$ cat src/rtl/stream_buf_pkg.sv
// Shared types and defaults for the stream_buf sample FIFO.
// Optional checksum feature is enabled by STREAM_BUF_CHKSUM_EN.
package stream_buf_pkg;

    localparam int WIDTH_DEF = 8;
    localparam int DEPTH_DEF = 8;
    localparam int LVL_W     = $clog2(DEPTH_DEF) + 1;

    typedef logic [LVL_W-1:0]     level_t;
    typedef logic [WIDTH_DEF-1:0] sample_t;

    typedef enum logic [1:0] {
        ST_EMPTY,
        ST_PARTIAL,
        ST_FULL
    } state_e;

endpackage

$ cat src/rtl/stream_buf_mem.sv
// DEPTH x WIDTH register array, one write port, one registered read port.
// A same-cycle write to the read address is forwarded to the read register.
module stream_buf_mem
    import stream_buf_pkg::*;
#(
    parameter int WIDTH = WIDTH_DEF,
    parameter int DEPTH = DEPTH_DEF
) (
    input  logic                     clk,
    input  logic                     rst,
    input  logic                     we_i,
    input  logic [$clog2(DEPTH)-1:0] waddr_i,
    input  logic [WIDTH-1:0]         wdata_i,
    input  logic [$clog2(DEPTH)-1:0] raddr_i,
    output logic [WIDTH-1:0]         rdata_o
);

    logic [WIDTH-1:0] mem_q [DEPTH];
    logic [WIDTH-1:0] rdata_q;
    logic [WIDTH-1:0] rdata_d;

    always_ff @(posedge clk) begin
        if (we_i) begin
            mem_q[waddr_i] <= wdata_i;
        end
    end

    always_comb begin
        rdata_d = mem_q[raddr_i];
        if (we_i && (waddr_i == raddr_i)) begin
            rdata_d = wdata_i;
        end
    end

    always_ff @(posedge clk or posedge rst) begin
        if (rst) begin
            rdata_q <= '0;
        end else begin
            rdata_q <= rdata_d;
        end
    end

    assign rdata_o = rdata_q;

endmodule

$ cat src/rtl/stream_buf.sv
// Sample FIFO with drop counter and optional running checksum.
// Checksum register is built only when STREAM_BUF_CHKSUM_EN is defined.
module stream_buf
    import stream_buf_pkg::*;
#(
    parameter int WIDTH = WIDTH_DEF,
    parameter int DEPTH = DEPTH_DEF
) (
    input  logic                   clk,
    input  logic                   rst,
    input  logic                   in_vld,
    input  logic [WIDTH-1:0]       in_data,
    output logic                   out_vld,
    input  logic                   out_rdy,
    output logic [WIDTH-1:0]       out_data,
    output logic [$clog2(DEPTH):0] level,
    output logic [7:0]             drop_cnt,
    input  logic                   sum_clr,
    output logic [WIDTH-1:0]       chksum
);

    localparam int AW = $clog2(DEPTH);
    localparam int LW = AW + 1;

    state_e          state_q, state_d;
    logic [AW-1:0]   wr_ptr_q, wr_ptr_d;
    logic [AW-1:0]   rd_ptr_q, rd_ptr_d;
    logic [LW-1:0]   level_q, level_d;
    logic [7:0]      drop_q, drop_d;
    logic            full;
    logic            pop;
    logic            wr;
    logic            drop;

    assign out_vld  = (state_q != ST_EMPTY);
    assign level    = level_q;
    assign drop_cnt = drop_q;

    always_comb begin
        full = (state_q == ST_FULL);
        pop  = out_vld && out_rdy;
        wr   = in_vld && (!full || pop);
        drop = in_vld && full && !pop;
    end

    always_comb begin
        wr_ptr_d = wr_ptr_q;
        rd_ptr_d = rd_ptr_q;
        level_d  = level_q;
        drop_d   = drop_q;
        if (wr) begin
            wr_ptr_d = wr_ptr_q + AW'(1);
        end
        if (pop) begin
            rd_ptr_d = rd_ptr_q + AW'(1);
        end
        unique case ({wr, pop})
            2'b10:   level_d = level_q + LW'(1);
            2'b01:   level_d = level_q - LW'(1);
            default: level_d = level_q;
        endcase
        if (drop && (drop_q != 8'hFF)) begin
            drop_d = drop_q + 8'd1;
        end
    end

    always_comb begin
        state_d = state_q;
        unique case (state_q)
            ST_EMPTY: begin
                if (wr) state_d = ST_PARTIAL;
            end
            ST_PARTIAL: begin
                if (pop && !wr && level_q == LW'(1)) begin
                    state_d = ST_EMPTY;
                end else if (wr && !pop
                             && level_q == LW'(DEPTH - 1)) begin
                    state_d = ST_FULL;
                end
            end
            ST_FULL: begin
                if (pop && !wr) state_d = ST_PARTIAL;
            end
            default: state_d = ST_EMPTY;
        endcase
    end

    always_ff @(posedge clk or posedge rst) begin
        if (rst) begin
            state_q  <= ST_EMPTY;
            wr_ptr_q <= '0;
            rd_ptr_q <= '0;
            level_q  <= '0;
            drop_q   <= '0;
        end else begin
            state_q  <= state_d;
            wr_ptr_q <= wr_ptr_d;
            rd_ptr_q <= rd_ptr_d;
            level_q  <= level_d;
            drop_q   <= drop_d;
        end
    end

    // Read address looks one pop ahead so the head is ready next cycle.
    stream_buf_mem #(
        .WIDTH (WIDTH),
        .DEPTH (DEPTH)
    ) u_mem (
        .clk     (clk),
        .rst     (rst),
        .we_i    (wr),
        .waddr_i (wr_ptr_q),
        .wdata_i (in_data),
        .raddr_i (rd_ptr_d),
        .rdata_o (out_data)
    );

`ifdef STREAM_BUF_CHKSUM_EN
    logic [WIDTH-1:0] sum_q, sum_d;

    always_comb begin
        sum_d = sum_q;
        if (sum_clr) begin
            sum_d = wr ? in_data : '0;
        end else if (wr) begin
            sum_d = sum_q + in_data;
        end
    end

    always_ff @(posedge clk or posedge rst) begin
        if (rst) begin
            sum_q <= '0;
        end else begin
            sum_q <= sum_d;
        end
    end

    assign chksum = sum_q;
`else
    logic unused_sum_clr;
    assign unused_sum_clr = sum_clr;
    assign chksum = '0;
`endif

endmodule

$ cat config.mk
export PLATFORM = sky130hd
export DESIGN_NAME = stream_buf
export DESIGN_NICKNAME = d
export VERILOG_FILES = /design/src/rtl/stream_buf_pkg.sv /design/src/rtl/stream_buf_mem.sv /design/src/rtl/stream_buf.sv
export SDC_FILE = /design/constraint.sdc
export NUM_CORES = 1
export LEC_CHECK = 0
export CAP_MARGIN = 20
export CORE_MARGIN = 3
export CORE_UTILIZATION = 41
export CTS_CLUSTER_SIZE = 24
export DETAILED_ROUTE_END_ITERATION = 7
export SLEW_MARGIN = 20
export SYNTH_ARGS = -nofsm -noshare
export SYNTH_HDL_FRONTEND = slang
export SYNTH_SLANG_ARGS = --single-unit
$ cat constraint.sdc
create_clock -name clk -period 4.5 [get_ports clk]
set_input_delay 0.675 -clock clk [delete_from_list [all_inputs] [get_ports clk]]
set_output_delay 0.675 -clock clk [all_outputs]
set_load 0.02 [all_outputs]
# Word level (Yosys, flattened, before mapping)
# Memory sizes are Yosys's and may differ from the RTL's. A register that Yosys moved wholly into a read port is not among the register bits.
# Cells that the tools add are included.
[op_classes]
reduce_logical = 17
muxes = 9
addsub = 5
eq_ne = 10
[ops]
columns = ["cell", "n"]
rows = [
  ["logical AND 1 bit", 9],
  ["adder 8 x 1 -> 8 bit, second input constant", 1],
  ["two-way mux 2 bit", 4],
  ["inequality test 8 bit, second input constant", 1],
  ["one-hot mux 4 bit (2 select lines)", 1],
  ["adder 3 x 1 -> 3 bit, second input constant", 2],
  ["one-hot mux 2 bit (3 select lines)", 1],
  ["adder 4 x 1 -> 4 bit, second input constant", 1],
  ["== test 2 x 1 -> 1 bit, second input constant", 2],
  ["== test 2 bit, second input constant", 2],
  ["== test 4 x 1 -> 1 bit, second input constant", 1],
  ["== test 4 x 3 -> 1 bit, second input constant", 1],
  ["inequality test 2 x 1 -> 1 bit, second input constant", 2],
  ["nonzero test 2 bit", 2],
  ["subtractor 4 x 1 -> 4 bit, second input constant", 1],
  ["zero test 1 bit", 3],
  ["two-way mux 3 bit", 1],
  ["inequality test 3 bit, second input constant", 1],
  ["AND reduction 3 bit", 1],
  ["zero test 2 bit", 1],
  ["two-way mux 1 bit", 2],
  ["logical OR 1 bit", 1],
]
[word_totals]
output_inout_bits = 29
n_memories = 1
reg_bits = 20
input_bits = 13
ramBits = 64
[mem_list]
columns = ["name", "words", "word_bits", "read_ports", "rd_ports_with_merged_regs", "wr", "line_no", "source"]
rows = [
  ["u_mem.mem_q", 8, 8, 1, 1, 1, "stream_buf_mem.sv:18", "logic [WIDTH-1:0] mem_q [DEPTH];"],
]

# Longest topological paths before layout
# Gate-level depths: netlist of the first run.
[depth]
ltp_word = 9
depth_mapped = 8
depth_no_buf = 7

# Modules after synthesis
# From an unflattened synthesis of the first run, not the netlist that was laid out.
[hier_totals]
hier_cells = 228
hier_area_um2 = 3942.5
[by_module_without_submodules]
columns = ["module", "cells_each", "instances", "area_per_inst_um2", "seq_area_each_um2"]
rows = [
  ["stream_buf_mem", 127, 1, 2845.2, 2122.0],
  ["stream_buf", 101, 1, 1097.3, 500.5],
]

# Worst setup path before layout of the first run
# Ideal clock, no wire load.
[synth_timing]
path_type = "input-to-reg"
start = "input port in_vld"
end = "memory u_mem.mem_q[0][0] (netlist bit), enable pin"
required_time_ps = 4117
cell_stages = 4
arrival_ps = 2092
path_buffers = 1
path_slack_ps = 2024
cell_sequence = "clkbuf_1 > inv_1 > or3_1 > nor3_1"
[synth_via]
elab_chain_cells = 3
[synth_lines]
columns = ["element", "line_no", "source"]
rows = [
  ["from (decl)", "stream_buf.sv:11", "input logic in_vld,"],
  ["logical AND 1 bit", "stream_buf.sv:42", "wr = in_vld && (!full || pop);"],
  ["two-way mux 1 bit", "stream_buf_mem.sv:23", "if (we_i) begin"],
  ["two-way mux 1 bit (not written as such)", "stream_buf_mem.sv:24", "mem_q[waddr_i] <= wdata_i;"],
  ["to (decl)", "stream_buf_mem.sv:18", ""],
]
# Every way passes these cells.

# Final worst setup path of the first run
[layout_timing]
start = "input port out_rdy"
end = "register u_mem.rdata_q[0], in the netlist u_mem.rdata_o[0], read port of u_mem.mem_q"
[layout_via]
elab_chain_cells = 2
[layout_lines]
columns = ["element", "line_no", "source"]
rows = [
  ["from (decl)", "stream_buf.sv:14", "input logic out_rdy,"],
  ["logical AND 1 bit", "stream_buf.sv:41", "pop = out_vld && out_rdy;"],
  ["two-way mux 3 bit", "stream_buf.sv:54", "if (pop) begin"],
  ["to (decl)", "stream_buf_mem.sv:19", "logic [WIDTH-1:0] rdata_q;"],
]
# Every way passes these cells.
# A chain may end at the register's enable or synchronous reset.

==> impl_metrics.env, run 1 <==
export IMPL_p_int_w=0.00223
export IMPL_synthesized_instance_count=471
export IMPL_clk_root_buffer_cell="sky130_fd_sc_hd__clkbuf_16"
export IMPL_rrSetupSlack_ns=1.40
export IMPL_timing_critical_path_depth=7
export IMPL_htree_levels=3
export IMPL_power_per_cell_area_mw_per_mm2=664
export IMPL_crit_reg_reg_endpoint="u_mem.rdata_o[0]"
export IMPL_worstSetupPathType="input port to register"
export IMPL_num_vias=3473
export IMPL_fin_worst_skew_ns=0.00500
export IMPL_buffer_ports_inserted=32
export IMPL_drcViolationCount=0
export IMPL_global_route_overflow_total=0
export IMPL_run_status="finished, final reports clean"
export IMPL_worstHoldStart="drop_cnt[6]"
export IMPL_logic_pwr_share_pct=44.1
export IMPL_grt_pass1_wl_um=17700
export IMPL_clkTransAtPathRegs_ns=0.07
export IMPL_global_placer_s_final_weighted_congestion=0.784
export IMPL_ys_warnings_count=0
export IMPL_worst_setup_slack_after_layout_ns=1.37
export IMPL_predominant_post_synthesis_flop_cell="sky130_fd_sc_hd__edfxtp_1"
export IMPL_final_min_period_over_clock_period_pct=69.6
export IMPL_setup_total_negative_slack_ns=0
export IMPL_cp_arrival_ns=3.36
export IMPL_switching_power_w=0.00144
export IMPL_finalSetupViolations=0
export IMPL_dp_slack_ns=0.992
export IMPL_route_detailed_wl_per_inst_um=17.2
export IMPL_p_seq_share_pct=34.2
export IMPL_yosysUniqueCellTypes=42
export IMPL_power_ir_vdd_worst_mv=0.499
export IMPL_post_route_cells_drive_above_1_share_pct=8.82
export IMPL_max_cap_violations=0
export IMPL_cts_hold_buffers_added=0
export IMPL_clk_path_buf_depth=2
export IMPL_max_freq_mhz=319
export IMPL_route_antenna_remaining_nets=0
export IMPL_fp_dieW_um=114
export IMPL_hold_violations=0
export IMPL_floorplan_initialDensity_pct=43.1
export IMPL_post_cts_buffers=0
export IMPL_die_area_mm2=0.0130
export IMPL_cts_made_buffers=9
export IMPL_required_ns=4.73
export IMPL_vias_in_the_first_global_route=3406
export IMPL_clk_latency_ns=0.34
export IMPL_syn_avg_cell_area_um2=10.2
export IMPL_leading_cell_type_in_the_layout_fill_and_taps_excluded="sky130_fd_sc_hd__nand2_1"
export IMPL_setup_worst_path_start_class="input port"
export IMPL_final_fill_count=1040
export IMPL_power_switching_share_pct=39.3
export IMPL_commonest_non_fill_non_tap_cells_in_the_layout="sky130_fd_sc_hd__nand2_1, sky130_fd_sc_hd__nand2b_1, sky130_fd_sc_hd__a21oi_1"
export IMPL_crit_path_max_fanout=18
export IMPL_leakagePower_nw=1.99
export IMPL_critical_path_cell_chain="clkdlybuf4s50_1 -> o21ai_2 -> mux2i_4 -> buf_4 -> xnor2_1 -> nor4_4 -> mux2_2"
export IMPL_share_clk_of_total_power_pct=21.7
export IMPL_edff_count_synth=64
export IMPL_finalCoreUtilization_pct=49.7
export IMPL_maxSlewViolCount=0
export IMPL_rsz_0062_raised_after_global_routing="false"
export IMPL_finish_net_count=513
export IMPL_floorplan_io_pins=42
export IMPL_worstReg2RegStart="rd_ptr_q[0]"
export IMPL_post_synthesis_sequential_area_ratio_pct=54.7
export IMPL_area_delta_synth_final_pct=15.2
export IMPL_detail_route_first_pass_iterations=4
export IMPL_worst_hold_class="register to register"
export IMPL_maximum_number_of_pins_on_one_net_before_global_route_repair=81
export IMPL_slew_headroom_pct=29.3
export IMPL_tritoncts="built"
export IMPL_clock_sinks=92
export IMPL_worstSetupEndpointType="register"
export IMPL_dp_final_hpwl_um=6740
export IMPL_drt_initial_drc_count=180
export IMPL_asyncSetResetFlopFracSynth_pct=30.4
export IMPL_post_cts_resized_instances=0
export IMPL_crit_path_start="out_rdy"
export IMPL_die_span_y_um=114
export IMPL_combined_buffer_and_inverter_count_along_the_critical_path=2
export IMPL_timing_critical_path_to="u_mem.rdata_o[0]"
export IMPL_critical_path_max_stage_delay_ns=0.73
export IMPL_antenna_violations_before_repair=0
export IMPL_worst_slew_pin_slew_ns=1.06
export IMPL_antenna_diode_count=0
export IMPL_ys_ff_latch=92
export IMPL_core_mm2=0.0111
export IMPL_rows=38
export IMPL_logic_depth_of_the_worst_register_to_register_path=7
export IMPL_timing_critical_path_max_delay_family="buffers and inverters"
export IMPL_detail_route_vias_per_cell=5.44
export IMPL_groute_usage_overall_pct=17.7
export IMPL_final_critical_period_ns=3.13
export IMPL_routed_wl_um=11000
export IMPL_post_synth_instance_area_mm2=0.00480
export IMPL_slowest_cell_on_the_critical_path="sky130_fd_sc_hd__nor4_4"
## sequential cells by signal, summed over array words and instances (netlist names)
name	count
drop_cnt	8
level	4
rd_ptr_q	3
state_q	2
u_mem.mem_q	64
u_mem.rdata_o	8
wr_ptr_q	3
## through the flow
step / total power (W) / hold slack, ns / area, um^2 / cells
floorplan: 0.00243 / 0.524 / 4820 / 478
global placement: 0.00286 / 0.488 / 5210 / 623
detailed placement: 0.00290 / 0.488 / 5210 / 623
CTS: 0.00370 / 0.501 / 5530 / 639
global route: 0.00392 / 0.510 / 5530 / 639
finish: 0.00367 / 0.499 / 5530 / 639
## synth_stat cells (all sizes together), types with 2 or more instances
master   n  area share, %
nor4    41            5.7
nand3    6           0.63
nand4    4           0.52
o211ai   2           0.60
nand2b  67            8.7
edfxtp  64             40
xor2     5            1.3
mux2     9            2.1
ha       6            1.6
o21ai    3           0.39
nor3     4           0.42
a21oi   67            7.0
nor2    15            1.2
dfrtp   28             15
mux2i    3           0.89
buf     13            1.9
clkbuf  24            1.9
inv      7           0.55
xnor2   11            2.0
nand2   79            6.2
## power groups by stage
stage | sequential, W | clock (W) | combinational [W]
final | 0.00125 | 0.000795 | 0.00162
after global routing | 0.00128 | 0.000849 | 0.00178
after floorplan | 0.00125 | 0 | 0.00118
after CTS | 0.00125 | 0.000812 | 0.00163
after global placement | 0.00126 | 0 | 0.00160
after detailed placement | 0.00127 | 0 | 0.00163
## cell type report
type,instances,area (um^2),share of cell area (%)
multi-input cells,342,1990,36.1
clock buffers,9,225,4.08
clock inverters,7,87.6,1.59
repair buffers,42,395,7.16
inverters,7,26.3,0.476
flip-flops and latches,92,2620,47.5
well taps,140,175,3.17
## metal layers
layer | vias to the layer above | track usage [%] | part of all wire [%]
met2 | 69 | 30.6 | 51
met5 | - | 0 | 0
li1 | 1693 | - | -
met3 | 11 | 3.54 | 4.6
met4 | 0 | 4.83 | 1.2
met1 | 1700 | 22.6 | 43
## how the worst min path moves through the flow
stage | endpoint | cells past startpoint
final | drop_cnt[6] | 1
after global routing | drop_cnt[6] | 1
after CTS | drop_cnt[6] | 1
after detailed placement | drop_cnt[6] | 1
after global placement | drop_cnt[6] | 1
after floorplan | wr_ptr_q[0] | 2
## cell families (layout without fill, tap and decap cells)
kind of cell	after synthesis	count (layout)	synth area share [%]
adders and majority gates	6	6	1.56
xor gates and xnor gates	16	16	3.31
and+or+nand+nor	222	222	24.2
DFF	92	92	54.7
buffers and inverters	44	65	4.36
AOI/OAI and AO/OA	78	78	8.87
other	1	8	0.0782
muxes	12	12	3.00
No activity file was read; power rests on OpenSTA's default activity.
==> run 2, diff against run 1 <==
==> constraint.sdc (replaced) <==
create_clock -name clk -period 2.55 [get_ports clk]
set_input_delay 0.3825 -clock clk [delete_from_list [all_inputs] [get_ports clk]]
set_output_delay 0.3825 -clock clk [all_outputs]
set_load 0.02 [all_outputs]
==> impl_metrics.env, run 2 (synthesis results as in run 1) <==
export IMPL_fp_dieW_um=114
export IMPL_power_switching_share_pct=39.0
export IMPL_clkTransAtPathRegs_ns=0.07
export IMPL_antenna_diode_count=0
export IMPL_num_vias=3493
export IMPL_drt_initial_drc_count=231
export IMPL_max_cap_violations=0
export IMPL_worst_hold_class="input port to async pin"
export IMPL_hold_violations=0
export IMPL_clk_root_buffer_cell="sky130_fd_sc_hd__clkbuf_16"
export IMPL_clk_latency_ns=0.34
export IMPL_timing_critical_path_max_delay_family="buffers and inverters"
export IMPL_p_int_w=0.00395
export IMPL_clock_sinks=92
export IMPL_buffer_ports_inserted=32
export IMPL_maxSlewViolCount=0
export IMPL_grt_met2_usage_pct=29.8
export IMPL_route_detailed_wl_per_inst_um=16.5
export IMPL_routed_wl_um=10800
export IMPL_post_route_cells_drive_above_1_share_pct=11.5
export IMPL_global_route_overflow_total=0
export IMPL_cts_hold_buffers_added=0
export IMPL_finalSetupViolations=0
export IMPL_area_delta_synth_final_pct=17.6
export IMPL_finalCoreUtilization_pct=50.7
export IMPL_die_area_mm2=0.0130
export IMPL_gr_max_usage_layer="met2"
export IMPL_floorplan_initialDensity_pct=43.1
export IMPL_cts_made_buffers=9
export IMPL_final_min_period_over_clock_period_pct=85.9
export IMPL_power_ir_vdd_worst_mv=1.09
export IMPL_logic_depth_of_the_worst_register_to_register_path=7
export IMPL_slowest_cell_on_the_critical_path="sky130_fd_sc_hd__clkdlybuf4s50_1"
export IMPL_worstSetupPathType="input port to register"
export IMPL_detail_route_vias_per_cell=5.34
export IMPL_dp_final_hpwl_um=6890
export IMPL_worstSetupEndpointType="register"
export IMPL_p_seq_share_pct=32.5
export IMPL_slew_headroom_pct=29.6
export IMPL_fin_worst_skew_ns=0.0101
export IMPL_vias_in_the_first_global_route=3402
export IMPL_rsz_0062_raised_after_global_routing="false"
export IMPL_crit_reg_reg_endpoint="u_mem.rdata_o[7]"
export IMPL_antenna_violations_before_repair=0
export IMPL_setup_worst_path_start_class="input port"
export IMPL_globalRouteMet3Util_pct=2.70
export IMPL_regMostFlops="u_mem.mem_q"
export IMPL_run_status="finished, final reports clean"
export IMPL_worst_slew_pin_slew_ns=1.05
export IMPL_grt_pass1_wl_um=17400
export IMPL_required_ns=2.77
export IMPL_timing_critical_path_depth=8
export IMPL_rows=38
export IMPL_max_freq_mhz=456
export IMPL_crit_path_max_fanout=17
export IMPL_groute_usage_overall_pct=17.4
export IMPL_htree_levels=3
export IMPL_finish_net_count=528
export IMPL_rrSetupSlack_ns=0.39
export IMPL_power_per_cell_area_mw_per_mm2=1150
export IMPL_final_critical_period_ns=2.19
export IMPL_cp_arrival_ns=2.41
export IMPL_critical_path_cell_chain="clkdlybuf4s50_1 -> buf_4 -> o211ai_4 -> xor2_4 -> inv_2 -> nor4_1 -> nor4_1 -> mux2_2"
export IMPL_post_cts_buffers=0
export IMPL_clk_path_buf_depth=2
export IMPL_critical_path_max_stage_delay_ns=0.53
export IMPL_combined_buffer_and_inverter_count_along_the_critical_path=3
export IMPL_floorplan_io_pins=42
export IMPL_share_clk_of_total_power_pct=20.1
export IMPL_commonest_non_fill_non_tap_cells_in_the_layout="sky130_fd_sc_hd__nand2_1, sky130_fd_sc_hd__nand2b_1, sky130_fd_sc_hd__a21oi_1"
export IMPL_maximum_number_of_pins_on_one_net_before_global_route_repair=131
export IMPL_detail_route_first_pass_iterations=4
export IMPL_global_placer_s_final_weighted_congestion=0.796
export IMPL_design_power_total_w=0.00648
export IMPL_setup_total_negative_slack_ns=0
export IMPL_drcViolationCount=0
export IMPL_tritoncts="built"
export IMPL_post_cts_resized_instances=0
export IMPL_die_span_y_um=114
export IMPL_route_antenna_remaining_nets=0
export IMPL_worstReg2RegStart="state_q[1]"
export IMPL_leakagePower_nw=2.06
export IMPL_groute_layer_met1_usage_pct=22.6
export IMPL_number_of_flip_flops_in_the_largest_register=64
export IMPL_core_mm2=0.0111
export IMPL_leading_cell_type_in_the_layout_fill_and_taps_excluded="sky130_fd_sc_hd__nand2_1"
export IMPL_critical_path_top_cell_by_count="sky130_fd_sc_hd__nor4_1"
export IMPL_switching_power_w=0.00253
export IMPL_logic_pwr_share_pct=47.4
==> run 2: worst max path at each step <==
stage / start / to
after CTS: out_rdy / u_mem.rdata_o[7]
after global placement: out_rdy / u_mem.rdata_o[7]
after detailed placement: out_rdy / u_mem.rdata_o[7]
after floorplan: state_q[1] / u_mem.rdata_o[0]
final: out_rdy / u_mem.rdata_o[7]
after global routing: out_rdy / u_mem.rdata_o[7]
==> run 2: stage by stage <==
step	cell area, um^2	worst slack (ns)	instances	hold slack [ns]
finish	5640	0.358	654	0.339
global route	5640	0.199	654	0.389
CTS	5640	0.358	654	0.341
detailed placement	5350	0.0156	638	0.489
global placement	5350	0.0277	638	0.486
floorplan	4820	0.340	478	0.448
==> run 2: power groups by stage <==
stage	registers, W	clock network [W]	logic [W]
finish	0.00210	0.00130	0.00307
global route	0.00214	0.00140	0.00338
CTS	0.00210	0.00132	0.00310
detailed placement	0.00213	0	0.00308
global placement	0.00212	0	0.00302
floorplan	0.00220	0	0.00208
==> run 2: metal layers <==
metal | part of all wire, % | vias to the layer above
li1 | - | 1727
met1 | 44 | 1672
met2 | 50 | 86
met3 | 5.2 | 8
met4 | 0.85 | 0
met5 | 0 | -
==> run 2: cell type report <==
| class | count | area, um^2 |
|---|---|---|
| Tap cell | 140 | 175 |
| Multi-Input combinational cell | 342 | 1990 |
| Timing Repair Buffer | 57 | 533 |
| Fill cell | 1032 | 5480 |
| Clock inverter | 6 | 53.8 |
| Clock buffer | 10 | 239 |
| Sequential cell | 92 | 2620 |
| Inverter | 7 | 26.3 |
==> run 3, diff against run 2 <==
--- a/config.mk
+++ b/config.mk
@@ -8,8 +8,9 @@
 export CAP_MARGIN = 20
 export CORE_MARGIN = 3
 export CORE_UTILIZATION = 41
-export CTS_CLUSTER_SIZE = 24
+export CTS_CLUSTER_SIZE = 25
 export DETAILED_ROUTE_END_ITERATION = 7
+export HOLD_SLACK_MARGIN = 0.03
 export SLEW_MARGIN = 20
 export SYNTH_ARGS = -nofsm -noshare
 export SYNTH_HDL_FRONTEND = slang
==> results of run 3 <==
Final layout, timing and power as in run 2 (identical DEF).
